**config.mk**
```make
export PLATFORM = sky130hd
export DESIGN_NAME = sumador_serial
export DESIGN_NICKNAME = d
export VERILOG_FILES = /design/src/rtl/sumador_serial.sv
export SDC_FILE = /design/constraint.sdc
export NUM_CORES = 1
export LEC_CHECK = 0
export BUFFER_PORTS_ARGS = -buffer_cell sky130_fd_sc_hd__clkbuf_2
export CORE_ASPECT_RATIO = 1.4
export CORE_MARGIN = 2
export CORE_UTILIZATION = 44
export CTS_CLUSTER_DIAMETER = 100
export DETAILED_ROUTE_END_ITERATION = 10
export HOLD_SLACK_MARGIN = 0.03
export PLACE_DENSITY = 0.66
export SYNTH_ARGS = -nofsm -noshare
export SYNTH_HDL_FRONTEND = slang
export SYNTH_SLANG_ARGS = --single-unit
```
**constraint.sdc**
```tcl
create_clock -name clk -period 3.3 [get_ports clk]
set_clock_uncertainty 0.05 [all_clocks]
set_input_delay 0.825 -clock clk [delete_from_list [all_inputs] [get_ports clk]]
set_output_delay 0.825 -clock clk [all_outputs]
set_load 0.01 [all_outputs]
```
**src/rtl/sumador_serial.sv**
```systemverilog
// sumador_serial: bit-serial adder, LSB first, one full-adder bit per clock.
// Ports: clk, reset (sync, high), start, a/b in; busy, done, y, cout, overflow out.
module sumador_serial #(
    parameter int N = 4
) (
    input  logic         clk,
    input  logic         reset,
    input  logic         start,
    input  logic [N-1:0] a,
    input  logic [N-1:0] b,
    output logic         busy,
    output logic         done,
    output logic [N-1:0] y,
    output logic         cout,
    output logic         overflow
);

    typedef enum logic [1:0] {
        IDLE  = 2'd0,
        SHIFT = 2'd1,
        DONE  = 2'd2
    } state_t;

    localparam int CW = (N > 1) ? $clog2(N) : 1;
    localparam logic [CW-1:0] LAST = CW'(N - 1);

    state_t       state_q;
    logic [N-1:0] ra_q;
    logic [N-1:0] rb_q;
    logic [N-1:0] res_q;
    logic [N-1:0] y_q;
    logic [CW-1:0] cnt_q;
    logic         c_q;
    logic         cout_q;
    logic         ovf_q;
    logic         busy_q;
    logic         done_q;

    logic         sum_d;
    logic         carry_d;
    logic [N-1:0] res_d;

    // Full adder on the current LSBs; the sum bit enters at the MSB so
    // that after N shifts the result sits in its natural bit order.
    always_comb begin
        sum_d   = ra_q[0] ^ rb_q[0] ^ c_q;
        carry_d = (ra_q[0] & rb_q[0]) | (c_q & (ra_q[0] ^ rb_q[0]));
        res_d   = {sum_d, res_q[N-1:1]};
    end

    always_ff @(posedge clk) begin
        if (reset) begin
            state_q <= IDLE;
            ra_q    <= '0;
            rb_q    <= '0;
            res_q   <= '0;
            y_q     <= '0;
            cnt_q   <= '0;
            c_q     <= 1'b0;
            cout_q  <= 1'b0;
            ovf_q   <= 1'b0;
            busy_q  <= 1'b0;
            done_q  <= 1'b0;
        end else begin
            done_q <= 1'b0;
            unique case (state_q)
                IDLE: begin
                    if (start) begin
                        ra_q    <= a;
                        rb_q    <= b;
                        res_q   <= '0;
                        c_q     <= 1'b0;
                        cnt_q   <= '0;
                        busy_q  <= 1'b1;
                        state_q <= SHIFT;
                    end
                end
                SHIFT: begin
                    ra_q  <= ra_q >> 1;
                    rb_q  <= rb_q >> 1;
                    res_q <= res_d;
                    c_q   <= carry_d;
                    cnt_q <= cnt_q + 1'b1;
                    if (cnt_q == LAST) begin
                        // c_q is the carry into the MSB here,
                        // carry_d the carry out of it.
                        y_q     <= res_d;
                        cout_q  <= carry_d;
                        ovf_q   <= c_q ^ carry_d;
                        busy_q  <= 1'b0;
                        done_q  <= 1'b1;
                        state_q <= DONE;
                    end
                end
                DONE: begin
                    state_q <= IDLE;
                end
                default: begin
                    state_q <= IDLE;
                    busy_q  <= 1'b0;
                end
            endcase
        end
    end

    assign busy     = busy_q;
    assign done     = done_q;
    assign y        = y_q;
    assign cout     = cout_q;
    assign overflow = ovf_q;

endmodule
```
==> results.json, run 1 <==
{
  "fmax_mhz": 589.2,
  "syn_area_per_cell_um2": 10.40,
  "drcViolationCount": 0,
  "rsz0062_at_grt": "no",
  "synth-seq-cells": 24,
  "hold_ws_ns": 0.4556,
  "setup_viol": 0,
  "overflow": 0,
  "mostFrequentLayoutCell": "dfxtp_1",
  "area_delta_synth_final_pct": 8.685,
  "maxSlewViolCount": 0,
  "max-slew-margin-rel": 0.5897,
  "worstSetupStartpointType": "register",
  "critPathCaptureType": "register",
  "powerDensity_mw_per_mm2": 441.2,
  "via_per_inst": 5.366,
  "port_buffers": 18,
  "numPlacedInstances": 131,
  "yosysSeqAreaShare": 0.4764,
  "finalNonFillerCells": 134,
  "row_count": 20,
  "required_ns": 3.43,
  "drive_gt1_frac": 0.2321,
  "post-dp-hpwl_um": 1187,
  "syn_area_mm2": 0.001008,
  "cts_buffers": 3,
  "vias": 719,
  "post-route-util": 0.5034,
  "start_util": 0.4632,
  "fin_crit_sh": 0.5143,
  "antenna_left": 0,
  "fin_tns_setup_ns": 0,
  "dp_slack_ns": 1.608,
  "met1_usage": 0.1701,
  "syn-num-nets": 110,
  "finalPower_mw": 0.4835,
  "synthCells": 97,
  "synth_top_area_cell": "dfxtp_1",
  "min_to": "rb_q[0]",
  "worstReg2RegStart": "state_q[0]",
  "area.sequential_um2": 480.5,
  "hold_depth": 2,
  "htreeDepth": 1,
  "drt_iter0_drc": 25,
  "synth.top_cells.by_area": "dfxtp_1, mux2i_1, nor2_1, buf_6, a22oi_1",
  "hold_viol_final": 0,
  "grt_max_degree": 25,
  "grt.total_usage": 0.1431,
  "finalWorstSetupSlack_ns": 1.603,
  "fin_crit_ns": 1.697,
  "antenna_found_initial": 0,
  "dieArea_mm2": 0.002696,
  "dr.pass1.iters": 4,
  "rr_endpoint": "y[0]",
  "crit_arrival_ns": 1.83,
  "coreArea_mm2": 0.002177,
  "cp_max_fo": 16,
  "criticalPathCategory": "register to register",
  "met2_usage": 0.2402,
  "clk_path_buf_depth": 2,
  "grt_first_pass_wirelength_um": 2815,
  "yosys_warnings": 0,
  "holdBufCountCts": 0,
  "worstMarginPinSlew_ns": 0.6147,
  "root_buffer": "clkbuf_4",
  "outcome": "finished, final reports clean",
  "most-common-layout-cells": "dfxtp_1, nor2_1, clkbuf_2",
  "grt.busiest_layer": "met2",
  "grt_use_met3": 0.01786,
  "worstHoldStart": "rb_q[0]",
  "synth_top_area_frac": 0.4764,
  "leakage_nw": 0.4343,
  "cts_tree": "done",
  "gp_congestion": 0.6517,
  "die_x_um": 44.46,
  "fill_cells": 211,
  "post_cts_buffers": 0,
  "multi_input_area_um2": 460.4,
  "diodes": 0,
  "cap_violations": 0,
  "place_area_mm2": 0.001074,
  "hp-class": "register to register",
  "reg2reg_depth": 3,
  "routed_wl_um": 1639,
  "peakVddDrop_mv": 0.2357,
  "die_h_um": 60.65,
  "nets": 127,
  "wire_per_inst_um": 12.23,
  "cts_resized": 0,
  "io_pins": 19,
  "r2r_slack_ns": 1.60,
  "synth.distinct_cells": 25,
  "insertion_delay_ns": 0.30,
  "clk_pin_slew_worst_paths_ns": 0.12,
  "fin_area_mm2": 0.001096,
  "grt_pass1_vias": 664,
  "cts.sinks": 24
}
## synthesized netlist by cell type
master     count
nand2b_1       1
nor4b_1        2
nor3b_1        3
a2bb2oi_1      2
nor2_1        20
fa_1           1
nor4_1         1
xnor2_1        1
mux2i_1       10
a21oi_1        1
ha_1           1
buf_6          4
a2111oi_1      1
nor3_1         3
o21ai_0        1
o21ba_2        1
a22oi_1        5
inv_1          4
o21bai_4       1
and2b_2        1
a211oi_1       4
dfxtp_1       24
and3b_1        1
clkbuf_1       2
a211oi_2       2
## sequential cells by signal, indices dropped and copies added (netlist names)
| name | cells |
|---|---|
| busy | 1 |
| c_q | 1 |
| cnt_q | 2 |
| cout | 1 |
| done | 1 |
| overflow | 1 |
| ra_q | 4 |
| rb_q | 4 |
| res_q | 3 |
| state_q | 2 |
| y | 4 |
## layer usage
layer  up-vias  part of all wire
li1        373                 -
met3         2             0.038
met2        17              0.50
met1       327              0.45
met5         -                 0
met4         0             0.011
## power by group
group          internal (mW)  switching, mW  total, mW  leakage (nW)
Combinational         0.0262         0.0266     0.0528         0.224
Clock                 0.0425         0.0759      0.118        0.0138
Sequential             0.302         0.0105      0.312         0.196
Total                  0.370          0.113      0.484         0.434
## critical path, stage by stage (launching register included)
cell and delay [ns]:
dfxtp_1 0.73, and3b_1 0.52, mux2i_1 0.23, nor2_1 0.05
## worst max-delay path by stage
stage               slack (ns)        to  cells past startpoint        from
finish                    1.60      y[0]                      3  state_q[0]
floorplan                 1.86   ra_q[2]                      4       start
global route              1.48      y[3]                      3  state_q[0]
detailed placement        1.61      y[1]                      3  state_q[0]
global placement          1.62   ra_q[3]                      4       start
CTS                       1.60  overflow                      3  state_q[0]
## layout make-up
cell class,count,share of cell area
multi-input combinational,63,0.4201
inverter,4,0.01370
clock buffer,3,0.02055
timing repair buffer,18,0.08219
sequential,24,0.4384
tap,22,0.02511
## cells by family after synthesis
logic type | after synthesis | synth area share
fa+ha+maj | 2 | 0.03226
mux | 10 | 0.09926
xor+xnor | 1 | 0.008686
compound gates | 18 | 0.1576
buf+inv | 10 | 0.06699
simple gates | 32 | 0.1588
flops | 24 | 0.4764
Power figures use the tool's default switching activity.
==> run 2, diff against run 1 <==
Clock period 3.3 ns to 1.7 ns, I/O delays scaled along.
==> run 2 against run 1 <==
Net effect:
- global-route usage grew 0.44 points
- setup slack worse by 1.3 ns
- register-to-register slack worse by 1.3 ns
- critical endpoint is now y[1]
- highest routed layer unchanged
==> results.json, run 2 (synthesized netlist as in run 1, its figures left out) <==
{
  "holdBufCountCts": 0,
  "p_clk_frac": 0.295,
  "nets": 128,
  "required_ns": 1.85,
  "clk_path_buf_depth": 2,
  "vias": 734,
  "cap_violations": 0,
  "critPathCaptureType": "register",
  "antenna_found_initial": 0,
  "diodes": 0,
  "antenna_left": 0,
  "met2_usage": 0.2526,
  "row_count": 20,
  "dr.pass1.iters": 3,
  "reg2reg_depth": 4,
  "overflow": 0,
  "p_sw_frac": 0.2383,
  "post-dp-hpwl_um": 1268,
  "grt.total_usage": 0.1475,
  "port_buffers": 18,
  "hold_depth": 3,
  "crit_arrival_ns": 1.60,
  "cts_tree": "done",
  "met1_usage": 0.1664,
  "gp_congestion": 0.6535,
  "fin_tns_setup_ns": 0,
  "crit_chain": "ha_1 -> and3b_1 -> mux2i_1 -> nor2_1",
  "criticalPathCategory": "register to register",
  "slowest_delay_ns": 0.42,
  "p_switching_mw": 0.2409,
  "start_util": 0.4632,
  "fin_crit_sh": 0.8492,
  "clk_pin_slew_worst_paths_ns": 0.12,
  "via_per_inst": 5.397,
  "drcViolationCount": 0,
  "max-slew-margin-rel": 0.6732,
  "wire_per_inst_um": 12.65,
  "finalPower_mw": 1.011,
  "io_pins": 19,
  "most-common-layout-cells": "dfxtp_1, nor2_1, clkbuf_2",
  "combPwrFrac": 0.111,
  "cp_max_fo": 8,
  "htreeDepth": 1,
  "outcome": "finished, final reports clean",
  "worstMarginPinSlew_ns": 0.4903,
  "post_cts_buffers": 0,
  "leakage_nw": 0.4465,
  "coreArea_mm2": 0.002177,
  "rsz0062_at_grt": "no",
  "cpMaxStageDelayCell": "and3b_1",
  "cts_buffers": 3,
  "fin_crit_ns": 1.444,
  "maxSlewViolCount": 0,
  "hp-class": "primary input to register",
  "mostFrequentLayoutCell": "dfxtp_1",
  "worstSetupStartpointType": "register",
  "cts.sinks": 24,
  "peakVddDrop_mv": 0.6172,
  "grt_pass1_vias": 673,
  "drive_gt1_frac": 0.2456,
  "routed_wl_um": 1721,
  "drt_iter0_drc": 17,
  "area_delta_synth_final_pct": 10.79,
  "grt_use_met3": 0.01786,
  "powerDensity_mw_per_mm2": 904.8,
  "grt_max_degree": 25,
  "insertion_delay_ns": 0.32,
  "dieArea_mm2": 0.002696,
  "root_buffer": "clkbuf_4",
  "die_h_um": 60.65,
  "internal-power_mw": 0.7701,
  "grt.busiest_layer": "met2",
  "share_seq_of_total_power": 0.594,
  "cts_resized": 0,
  "grt_first_pass_wirelength_um": 2870,
  "fill_cells": 210,
  "setup_viol": 0,
  "die_x_um": 44.46,
  "hold_viol_final": 0,
  "fmax_mhz": 692.7
}
[run 2: cell count changes in the layout (fill, tap and decap cells not counted), sizes merged]
cell,previous run,this run
buf,0,1
clkbuf,21,22
[run 2: per-layer routing]
metal	vias to the layer above	wire, µm	share of wire
met5	-	0	0
met3	5	68	0.040
met2	16	843	0.49
met4	0	58	0.034
li1	376	-	-
met1	337	750	0.44
[run 2: stage by stage]
step,util,worst slack (ns),cells,cell area [µm²],hold slack (ns)
2_1_floorplan,-,0.4129,97,1008,0.4142
3_3_place_gp,0.4966,0.3280,132,1081,0.4256
3_5_place_dp,0.4966,0.2597,132,1081,0.4322
4_1_cts,0.5132,0.2353,136,1117,0.2879
5_1_grt,0.5132,0.1598,136,1117,0.3372
6_report,0.5132,0.2563,136,1117,0.2911
[run 2: final timing paths]
check / slack (ns) / end / start
worst min register to register: 0.46 / rb_q[2] / rb_q[2]
worst max register to register: 0.26 / y[1] / cnt_q[0]
worst min-delay path: 0.29 / rb_q[3] / b[3]
worst max-delay path: 0.26 / y[1] / cnt_q[0]
[run 2: worst max-delay path, delay by kind of cell (launching register included)]
kind	cells	cell delay [ns]
adders and majority gates	1	0.20
DFF	1	0.37
muxes	1	0.24
and+or+nand+nor	2	0.47
[run 2: final cells by class]
| type | instances | area (µm²) | area share |
|---|---|---|---|
| multi-input combinational | 63 | 460.4 | 0.4121 |
| timing repair buffer | 19 | 97.59 | 0.08735 |
| tap | 22 | 27.53 | 0.02464 |
| inverter | 4 | 15.01 | 0.01344 |
| sequential | 24 | 480.5 | 0.4300 |
| clock buffer | 4 | 36.28 | 0.03247 |
[run 2: power groups by stage]
stage	Sequential, mW	Combinational, mW	Clock [mW]
6_report	0.600	0.112	0.298
5_1_grt	0.604	0.128	0.324
4_1_cts	0.601	0.114	0.312
3_5_place_dp	0.613	0.114	0
3_3_place_gp	0.612	0.111	0
2_1_floorplan	0.612	0.0859	0
==> run 3, diff against run 2 <==
Settings changed: ABC_AREA from default to 1.
Clock period 1.7 ns to 1.4 ns, I/O delays scaled along.
==> run 3 against run 2 <==
Net effect:
- design area rose by 6.5%
- sequential share of layout area fell by 2.6 points
- cell count rose by 30%
- largest power group unchanged
==> results.json, run 3 <==
{
  "yosysSeqAreaShare": 0.4723,
  "yosys.area_share.simple": 0.2891,
  "rr_endpoint": "res_q[3]",
  "root_buffer": "clkbuf_4",
  "drcViolationCount": 0,
  "worstReg2RegStart": "ra_q[0]",
  "hold_depth": 3,
  "clk_path_buf_depth": 2,
  "most-common-layout-cells": "nand3_1, dfxtp_1, nand2_1",
  "area_delta_synth_final_pct": 16.97,
  "syn_area_per_cell_um2": 7.591,
  "synth_xor_area_frac": 0.008610,
  "criticalPathCategory": "register to register",
  "syn-num-nets": 147,
  "fin_tns_setup_ns": 0,
  "worstHoldStart": "b[3]",
  "finalNonFillerCells": 177,
  "rsz0062_at_grt": "no",
  "cap_violations": 0,
  "fmax_mhz": 743.7,
  "synth-edff-count": 0,
  "cts.sinks": 24,
  "synth_top_area_cell": "dfxtp_1",
  "fin_crit_ns": 1.345,
  "row_count": 20,
  "cpMaxStageDelayCell": "fa_2",
  "synth.top_cells.by_area": "dfxtp_1, nand3_1, nand2_1, a21oi_1, inv_1",
  "syn_area_mm2": 0.001017,
  "synthMuxAreaShare": 0,
  "antenna_found_initial": 0,
  "cp.buffers_inverters": 1,
  "synth_commonest_cells": "nand3_1, dfxtp_1, nand2_1",
  "post-dp-hpwl_um": 1541,
  "gp_congestion": 0.8127,
  "numPlacedInstances": 173,
  "yosysMostFrequentCell": "nand3_1",
  "reg2reg_depth": 4,
  "grt_max_degree": 17,
  "port_buffers": 18,
  "htreeDepth": 1,
  "synth.distinct_cells": 20,
  "nets": 169,
  "via_per_inst": 5.141,
  "mostFrequentLayoutCell": "nand3_1",
  "vias": 910,
  "path_delay_family": "adder cells",
  "io_pins": 19,
  "insertion_delay_ns": 0.32,
  "drt_iter0_drc": 19,
  "worstSetupStartpointType": "register",
  "critPathCaptureType": "register",
  "diodes": 0,
  "synth-seq-cells": 24,
  "cp_max_fo": 2,
  "wire_per_inst_um": 12.01,
  "powerDensity_mw_per_mm2": 1152,
  "crit_arrival_ns": 1.56,
  "die_x_um": 44.64,
  "hp-class": "primary input to register",
  "grt_first_pass_wirelength_um": 3519,
  "synthFlopType": "dfxtp_1",
  "async_reset_ff_frac": 0,
  "critPathLaunch": "ra_q[0]",
  "grt_pass1_vias": 847,
  "holdBufCountCts": 0,
  "coreArea_mm2": 0.002177,
  "yosys_warnings": 0,
  "post_cts_buffers": 0,
  "die_h_um": 60.89,
  "dieArea_mm2": 0.002718,
  "synthAdderAreaFrac": 0.03198,
  "max-slew-margin-rel": 0.8130,
  "r2r_slack_ns": 0.06,
  "hold_viol_final": 0,
  "outcome": "finished, final reports clean",
  "grt.total_usage": 0.1788,
  "fill_cells": 231,
  "crit_chain": "inv_1 -> fa_2 -> or2_1 -> a21oi_1",
  "peakVddDrop_mv": 0.9077,
  "leakage_nw": 0.5542,
  "fin_crit_sh": 0.9605,
  "min_to": "rb_q[3]",
  "drive_gt1_frac": 0.2129,
  "worstMarginPinSlew_ns": 0.2795,
  "routed_wl_um": 2125,
  "synth_top_family_by_area": "simple AND/OR/NAND/NOR gates",
  "start_util": 0.4672,
  "cts_buffers": 3,
  "clk_pin_slew_worst_paths_ns": 0.14,
  "setup_viol": 0,
  "synth-compound-area-share": 0.09348,
  "cts_tree": "done",
  "antenna_left": 0,
  "cts_resized": 0,
  "slowest_delay_ns": 0.46,
  "dr.pass1.iters": 4,
  "synth_top_area_frac": 0.4723,
  "overflow": 0,
  "synthCells": 134,
  "maxSlewViolCount": 0,
  "required_ns": 1.62
}
run 3: routing by layer:
layer  share of wire  up-vias  track usage  wire (µm)
li1                -      472            -          -
met3           0.032        5      0.01786         68
met1            0.40      413       0.1783        854
met2            0.54       20       0.3458       1155
met5               0        -            0          0
met4           0.022        0       0.1039         46
run 3: cells by family (layout without fill, tap and decap cells):
| logic type | count (synthesis) | in the layout |
|---|---|---|
| AO/OA/AOI/OAI | 19 | 19 |
| buffers and inverters | 24 | 45 |
| AND/OR/NAND/NOR | 64 | 64 |
| XOR/XNOR | 1 | 1 |
| adder cells (fa/ha/maj) | 2 | 2 |
| flip-flops | 24 | 24 |
run 3: worst max path at each step:
stage | cells after the start | slack (ns) | endpoint
6_report | 4 | 0.06 | res_q[3]
5_1_grt | 4 | 0.00006 | res_q[3]
4_1_cts | 4 | 0.007 | c_q
3_5_place_dp | 4 | 0.05 | res_q[3]
3_3_place_gp | 4 | 0.10 | res_q[3]
2_1_floorplan | 4 | 0.14 | res_q[3]
run 3: worst reg2reg max path, cell delays in order (launching register included):
cell,delay [ns]
dfxtp_1,0.37
inv_1,0.07
fa_2,0.46
or2_1,0.23
a21oi_1,0.12
run 3: final cells by class:
type,instances,area (µm²),area share
clock buffer,3,22.52,0.01893
clock inverter,1,30.03,0.02524
inverter,19,71.32,0.05994
multi-input combinational,86,437.9,0.3680
sequential,24,480.5,0.4038
tap,22,27.53,0.02313
timing repair buffer,22,120.1,0.1009
run 3: through the flow:
stage / utilization / power (mW) / instance area [µm²] / worst slack, ns / hold WS (ns)
after floorplan: - / 0.8384 / 1017 / 0.1353 / 0.3691
after global placement: 0.5190 / 0.8787 / 1130 / 0.1013 / 0.3953
after detailed placement: 0.5190 / 0.8833 / 1130 / 0.05430 / 0.4063
after CTS: 0.5431 / 1.380 / 1182 / 0.006555 / 0.1836
after global routing: 0.5466 / 1.428 / 1190 / 0.00006084 / 0.1896
final: 0.5466 / 1.370 / 1190 / 0.05530 / 0.1826
run 3: report_power, final:
part,switching (mW),total (mW),internal (mW)
clock,0.212,0.502,0.290
sequential,0.0153,0.725,0.710
combinational,0.0858,0.144,0.0578
